==> src/rtl/bus_rr_arbiter.sv <==
// bus_rr_arbiter: merges N valid/ready streams into one registered output
// stage. Arbitration is round-robin per packet, so a source that wins keeps
// the stage until its last beat has been accepted.
//
//   state    | meaning
//   ---------+--------------------------------------------------------------
//   UNLOCKED | between packets; round-robin search starting at ptr
//   LOCKED   | mid-packet; only owner may be granted, all others blocked
module bus_rr_arbiter #(
   parameter int Width = 8,
   parameter int N     = 4,
   parameter int IdW   = $clog2(N)
) (
   input  logic                 clk,
   input  logic                 rst_n,
   input  logic [N-1:0]         valid_i,
   input  logic [N-1:0]         last_i,
   input  logic [N*Width-1:0]   data_i,
   output logic [N-1:0]         ready_o,
   output logic                 valid_o,
   output logic                 last_o,
   output logic [Width-1:0]     data_o,
   output logic [IdW-1:0]       src_o,
   input  logic                 ready_i
);

   typedef enum logic {UNLOCKED = 1'b0, LOCKED = 1'b1} lock_e;

   lock_e            state_q;
   lock_e            state_d;
   logic [IdW-1:0]   ptr_q;
   logic [IdW-1:0]   owner_q;
   logic [IdW-1:0]   sel;
   logic [IdW:0]     idx;
   logic             win;
   logic             load;
   logic             grant;
   logic             acc;
   logic             sel_last;
   logic [IdW-1:0]   ptr_nxt;
   logic [Width-1:0] data_a [N];

   for (genvar k = 0; k < N; k++) begin : g_unpack
      assign data_a[k] = data_i[k*Width +: Width];
   end

   // Winner selection: owner while locked, else first valid index from ptr.
   // The loop runs from the far end so the nearest valid index is written last.
   always_comb begin
      sel = '0;
      win = 1'b0;
      idx = '0;
      if (state_q == LOCKED) begin
         sel = owner_q;
         win = valid_i[owner_q];
      end else begin
         for (int i = N-1; i >= 0; i--) begin
            idx = {1'b0, ptr_q} + (IdW+1)'(i);
            if (idx >= (IdW+1)'(N)) idx = idx - (IdW+1)'(N);
            if (valid_i[idx[IdW-1:0]]) begin
               sel = idx[IdW-1:0];
               win = 1'b1;
            end
         end
      end
   end

   // Grant is suppressed during reset so no source sees a handshake that the
   // stage will not actually take.
   assign load     = ready_i | ~valid_o;
   assign grant    = rst_n & load & win;
   assign ready_o  = grant ? (N'(1) << sel) : '0;
   assign acc      = |(valid_i & ready_o);
   assign sel_last = last_i[sel];
   assign ptr_nxt  = (sel == IdW'(N-1)) ? '0 : sel + IdW'(1);

   // Lock FSM next-state.
   always_comb begin
      state_d = state_q;
      case (state_q)
         UNLOCKED: if (acc && !sel_last) state_d = LOCKED;
         LOCKED:   if (acc && sel_last)  state_d = UNLOCKED;
         default:  state_d = UNLOCKED;
      endcase
   end

   // Lock FSM state register.
   always_ff @(posedge clk) begin
      if (!rst_n) state_q <= UNLOCKED;
      else        state_q <= state_d;
   end

   // Round-robin pointer advances past a source once its packet completes;
   // owner is captured on the first beat of a multi-beat packet.
   always_ff @(posedge clk) begin
      if (!rst_n) begin
         ptr_q   <= '0;
         owner_q <= '0;
      end else if (acc) begin
         if (sel_last) ptr_q <= ptr_nxt;
         if (state_q == UNLOCKED && !sel_last) owner_q <= sel;
      end
   end

   // Output stage: load on accept, drain when taken with nothing new, else hold.
   always_ff @(posedge clk) begin
      if (!rst_n) begin
         valid_o <= 1'b0;
         last_o  <= 1'b0;
         data_o  <= '0;
         src_o   <= '0;
      end else if (acc) begin
         valid_o <= 1'b1;
         last_o  <= sel_last;
         data_o  <= data_a[sel];
         src_o   <= sel;
      end else if (load) begin
         valid_o <= 1'b0;
      end
   end

endmodule

==> config.mk <==
export PLATFORM = sky130hd
export DESIGN_NAME = bus_rr_arbiter
export DESIGN_NICKNAME = d
export VERILOG_FILES = /design/src/rtl/bus_rr_arbiter.sv
export SDC_FILE = /design/constraint.sdc
export NUM_CORES = 1
export LEC_CHECK = 0
export CORE_ASPECT_RATIO = 1.75
export CORE_UTILIZATION = 35
export DETAILED_ROUTE_END_ITERATION = 10
export HOLD_SLACK_MARGIN = 0.12
export PLACE_DENSITY = 0.86
export SYNTH_ARGS = -nofsm -noshare
export SYNTH_HDL_FRONTEND = slang
export SYNTH_SLANG_ARGS = --single-unit
==> constraint.sdc <==
create_clock -name clk -period 3.29 [get_ports clk]
set_input_delay 0.658 -clock clk [delete_from_list [all_inputs] [get_ports clk]]
set_output_delay 0.658 -clock clk [all_outputs]
set_load 0.005 [all_outputs]
# Word level (Yosys, flattened, before mapping)
# Cells that the tools add are included.
# word_totals
regBits	17
inputBits	43
out_inout_bits	16
word_cells	83
# classes
addsub	8
magnitude_cmp	11
eq_ne	1
shifts	1
muxes	40
bitwise	7
n_reduce_logical	8
# ops
op	count
2-bit 2-to-1 mux	14
2-bit by 3-bit < comparator with 1-bit output, second input constant	6
8-bit binary-select mux with 2-bit select	1
8-bit 2-to-1 mux	2
1-bit 2-to-1 mux	15
1-bit binary-select mux with 2-bit select	6
3-bit >= comparator, second input constant	4
2-bit by 1-bit subtractor with 2-bit output, second input constant	4
2-bit by 2-bit adder with 3-bit output, second input constant	2
4-bit AND	1
4-bit 2-to-1 mux	1
2-bit AND reduction	2
4-bit OR reduction	1
1-bit by 2-bit << shifter with 4-bit output, first input constant	1
2-bit by 1-bit adder with 3-bit output, second input constant	1
2-bit by 3-bit >= comparator with 1-bit output, second input constant	1
1-bit logical AND	3
2-bit NOT with 3-bit output	1
2-bit by 1-bit adder with 2-bit output, second input constant	1
1-bit AND	2
2-bit == test, second input constant	1
1-bit NOT	2
1-bit one-hot mux with 2 select lines	1
2-bit nonzero test	1
2 further kinds	2

# Longest topological paths before layout
# depth
word_depth	18
mapped_depth	12
mapped_depth_nobuf	9

# Worst setup path before layout
# Ideal clock, no wire load.
# synth_timing
path_kind	in2reg
startpoint	input port valid_i[2]
endpoint	register owner_q[1]
setup_ps	123
arrival_ps	3060
slack_ps	106
path_stages	10
n_path_buf	1
path_cell_list	nor2b_1 -> o21a_1 -> o41ai_4 -> inv_2 -> buf_1 -> ha_1 -> a22o_1 -> o21ai_1 -> a211o_1 -> mux2_1
# synth_between
elab_chain_len	12
# synth_rtl
item	line	rtl
start: declaration	16	input logic [N-1:0] valid_i,
1-bit binary-select mux with 2-bit select	60	if (valid_i[idx[IdW-1:0]]) begin
1-bit 2-to-1 mux (implied by the code)	60	
2-bit 2-to-1 mux / 1-bit 2-to-1 mux (equally long branches) (4 in a row)	60	
2-bit 2-to-1 mux / 1-bit 2-to-1 mux (equally long branches)	53	if (state_q == LOCKED) begin
1-bit by 2-bit << shifter with 4-bit output, or another cell as far along	72	assign ready_o = grant ? (N'(1) << sel) : '0;
4-bit 2-to-1 mux / 1-bit 2-to-1 mux (equally long branches)	72, 74	
4-bit AND / 1-bit logical NOT (equally long branches)	73, 101	
4-bit OR reduction / 1-bit logical AND (equally long branches)	73, 101	
2-bit AND reduction (no source line)	--	
end signal: assignment	101	if (state_q == UNLOCKED && !sel_last) owner_q <= sel;
end: declaration	32	logic [IdW-1:0] owner_q;
# Parallel ways exist; a longest one is shown, timed or not. The select of a mux whose other input is x is not followed.
# A chain may end at the register's enable or synchronous reset.

# Worst setup path in the final report
# layout_timing
startpoint	input port valid_i[2]
endpoint	output port ready_o[1]
# layout_between
elab_chain_len	9
# layout_rtl
item	line	rtl
1-bit binary-select mux with 2-bit select	60	
1-bit 2-to-1 mux (implied by the code)	60	
2-bit 2-to-1 mux / 1-bit 2-to-1 mux (equally long branches) (4 in a row)	60	
2-bit 2-to-1 mux / 1-bit 2-to-1 mux (equally long branches)	53	
1-bit by 2-bit << shifter with 4-bit output / 1-bit AND (equally long branches)	72, 71	
4-bit 2-to-1 mux (*)	72	
end: declaration	19	output logic [N-1:0] ready_o,
# Every way passes the cells marked *; elsewhere a longest branch is shown, timed or not. The select of a mux whose other input is x is not followed.

==> Implementation_results.wiki <==
{| class="wikitable"
! Metric !! Value
|-
| Status || complete, no violations
|-
| Critical Path Max Stage Delay || 540 ps
|-
| CTS H-tree lvls || 1
|-
| Avg Inst Size Synth || 8.51 um2
|-
| Worst slew pin tran || 479 ps
|-
| First-pass iteration count of the detailed router || 4
|-
| Final worst setup slack || 114 ps
|-
| Number of nets in the layout || 255
|-
| CTS hold repair buffers || 0
|-
| # fillers || 277
|-
| Fin crit share || 0.965
|-
| Clock-pin slew reported for the worst setup and hold paths after clock tree synthesis || 70 ps
|-
| Cell count after synthesis || 133
|-
| Effective utilization at floorplan || 0.364
|-
| PortBufs || 58
|-
| Remaining DRCs || 0
|-
| Class of the tightest hold or removal check || flip-flop to flip-flop
|-
| Final setup skew || 5.40 ps
|-
| Required time of the critical path || 2630 ps
|-
| Total power after layout || 1.36 mW
|-
| Clock tree from TritonCTS || built
|-
| Maximum resistive drop on vdd || 345 uV
|-
| Maximum count of clock buffers along a single path || 2
|-
| Crit Reg-Reg Startpoint || ptr_q[0]
|-
| Number of vias per cell || 5.01
|-
| Die Y-Extent || 77.2 um
|-
| Core Rows || 27
|-
| Largest fanout on the critical path || 4
|-
| Clock tree root buffer cell || sky130_fd_sc_hd__clkbuf_8
|-
| Total cell area at the placement stage || 1890 um2
|-
| Synth Cell Area || 1130 um2
|-
| Setup violation total in the final timing report || 0
|-
| Final Critical Period || 3180 ps
|-
| Commonest non-fill, non-tap cell in the layout || sky130_fd_sc_hd__clkdlybuf4s50_1
|-
| Timing endpoint of the critical path || ready_o[1]
|-
| RSZ-0062 raised after global routing || no
|-
| Slew Limit Headroom || 0.680
|-
| Final estimated routing congestion in global placement || 0.864
|-
| Uppermost signal routing layer after detailed routing || met4
|-
| Total via count in the routed design || 1263
|-
| Met2 routed WL || 1.77 mm
|-
| Worst r2r dst || owner_q[1]
|-
| Cell with the biggest individual delay on the critical path || sky130_fd_sc_hd__clkdlybuf4s50_1
|-
| Portion of the post-synthesis area used by sequential elements || 0.301
|-
| Hold slack final || 457 ps
|-
| Total detailed-routing wirelength || 3.15 mm
|-
| Global-route wire length before repair || 5.60 mm
|-
| Total global-route track usage || 0.212
|-
| Sort of element at the start of the critical path || input port
|-
| Number of global-route vias before repair || 1321
|-
| Met3 WL post-DR || 142 um
|-
| Dpl hpwl || 2.60 mm
|-
| Flip-flop and latch count after synthesis || 17
|-
| WL per Instance || 12.5 um
|-
| Number of logic stages on the critical path including buffering || 9
|-
| Number of sinks handled by clock tree synthesis || 17
|-
| Top library cells by usage in the layout, fill and taps aside || sky130_fd_sc_hd__clkdlybuf4s50_1 (54), sky130_fd_sc_hd__buf_4 (20), sky130_fd_sc_hd__mux2i_1 (18)
|-
| Fmax achieved || 315 MHz
|-
| Area of the die || 3480 um2
|-
| Leakage power || 0.816 nW
|-
| Async set-reset flop share out of synthesis || 0
|-
| Area growth from synthesis to final layout || 73.9%
|-
| Count of unique library cells instantiated by Yosys || 34
|-
| Count of final hold-check violations || 0
|-
| Type of destination of the critical path || primary output
|-
| Final design area excluding fillers || 1970 um2
|-
| Family with the most delay on the worst path || buffers and inverters
|-
| Data arrival time at the worst-slack endpoint || 2520 ps
|-
| Register-to-register setup slack || 750 ps
|-
| Fraction of final layout cells sized beyond drive strength 1 || 0.172
|-
| Post-synth EDFFs || 0
|-
| Antenna diode instance count || 0
|-
| Number of nets with antenna violations after routing || 0
|-
| Finished Layout Cells || 252
|-
| CP Buf/Inv Count || 5
|-
| Max-slew violation count || 0
|-
| Critical Setup Path Class || input port to primary output
|-
| Die outline width || 45.0 um
|-
| Post-placement worst setup slack || -190 ps
|-
| Instance count after placement with tap cells included || 248
|-
| Worst-skew pair later-pin latency || 260 ps
|-
| Flip-flop cell with the highest count after synthesis || sky130_fd_sc_hd__dfxtp_1
|-
| Count of maximum capacitance violations || 0
|-
| Total number of yosys warnings || 0
|-
| Syn nets || 178
|-
| Setup TNS || 0 ps
|-
| Total global routing overflow || 0
|-
| Maximum number of pins on one net before global-route repair || 16
|-
| Metal1 wirelength || 1.15 mm
|-
| Number of top-level pins || 59
|-
| Layout Utilization || 0.634
|-
| Antenna violations before repair || 0
|-
| Power per cell area || 689 nW/um2
|-
| Startpoint of the tightest hold check path || data_o[5]
|-
| Core Area || 3110 um2
|-
| Most common cell type on the critical path || sky130_fd_sc_hd__buf_4
|-
| Cells on worst reg2reg path || 9
|-
| Number of buffers created by CTS || 3
|-
| Critical path launch point || valid_i[2]
|-
| Detailed Route Iter0 Violations || 14
|-
| Crit-path cells || dlygate4sd2_1 > buf_4 > nand2b_1 > a21oi_1 > o41ai_4 > inv_2 > buf_4 > nor2_1 > clkdlybuf4s50_1
|}
## state kept, by name, indices dropped and copies added, names as in the netlist, named ones only
register / count
data_o: 8
ptr_q: 2
owner_q: 2
src_o: 2
last_o: 1
valid_o: 1
## synthesized netlist by cell type (2+ instances only)
cell | n | area share
sky130_fd_sc_hd__clkbuf_1 | 2 | 0.0066
sky130_fd_sc_hd__o22a_1 | 3 | 0.023
sky130_fd_sc_hd__mux2_1 | 2 | 0.020
sky130_fd_sc_hd__a211oi_1 | 3 | 0.020
sky130_fd_sc_hd__ha_1 | 2 | 0.022
sky130_fd_sc_hd__o21ai_1 | 6 | 0.027
sky130_fd_sc_hd__buf_2 | 3 | 0.013
sky130_fd_sc_hd__o21a_1 | 2 | 0.013
sky130_fd_sc_hd__nor2b_1 | 4 | 0.022
sky130_fd_sc_hd__a21oi_1 | 8 | 0.035
sky130_fd_sc_hd__nor2_1 | 8 | 0.027
sky130_fd_sc_hd__dfxtp_1 | 17 | 0.30
sky130_fd_sc_hd__nand2_1 | 12 | 0.040
sky130_fd_sc_hd__mux2_2 | 5 | 0.050
sky130_fd_sc_hd__and2_1 | 3 | 0.017
sky130_fd_sc_hd__nand3_1 | 7 | 0.031
sky130_fd_sc_hd__a211o_1 | 3 | 0.023
sky130_fd_sc_hd__nor3_1 | 2 | 0.0088
sky130_fd_sc_hd__o21ai_0 | 4 | 0.018
sky130_fd_sc_hd__nand2b_1 | 4 | 0.022
sky130_fd_sc_hd__inv_2 | 2 | 0.0066
sky130_fd_sc_hd__mux2i_1 | 18 | 0.16
sky130_fd_sc_hd__inv_1 | 2 | 0.0066
## power breakdown
| group | switching, mW | internal, mW | total [mW] |
|---|---|---|---|
| Combinational | 0.365 | 0.486 | 0.851 |
| Sequential | 0.0666 | 0.282 | 0.349 |
| Clock | 0.0729 | 0.0842 | 0.157 |
## worst min-delay path by stage
stage	endpoint	cells past startpoint
3_5_place_dp	data_o[0]	2
3_3_place_gp	data_o[6]	2
2_1_floorplan	ptr_q[0]	2
4_1_cts	data_o[5]	2
6_report	data_o[5]	2
5_1_grt	data_o[4]	2
## cell type report
type | instances | area, um2 | share of cell area
clock buffer | 3 | 41.3 | 0.0210
clock inverter | 1 | 5.00 | 0.00254
inverter | 4 | 15.0 | 0.00762
multi-input combinational | 106 | 788 | 0.400
sequential | 17 | 340 | 0.173
tap | 43 | 53.8 | 0.0273
timing repair buffer | 78 | 726 | 0.368
## routing by layer
layer / up-vias / global-route usage
li1: 640 / -
met1: 575 / 0.222
met2: 39 / 0.377
met3: 9 / 0.0424
met4: 0 / 0.100
met5: - / 0
## kinds of logic (layout without fill, tap and decap cells)
logic type,count (synthesis),in the layout,share of synthesized area
AND/OR/NAND/NOR,45,45,0.198
AO/OA/AOI/OAI,34,34,0.214
multiplexers,25,25,0.229
flip-flops,17,17,0.301
buffers and inverters,10,86,0.0365
adder cells (fa/ha/maj),2,2,0.0221
## what timing repair did
action	CTS	global route
setup buffers	0	0
gates resized for setup	11	0
endpoints found under the setup margin	4	0
## worst min-delay path: stages (launching register included)
cell and delay [ps]:
sky130_fd_sc_hd__dfxtp_1 310, sky130_fd_sc_hd__nand2_1 50, sky130_fd_sc_hd__a21oi_1 50
Note: power is estimated with default switching activity, not from simulation.
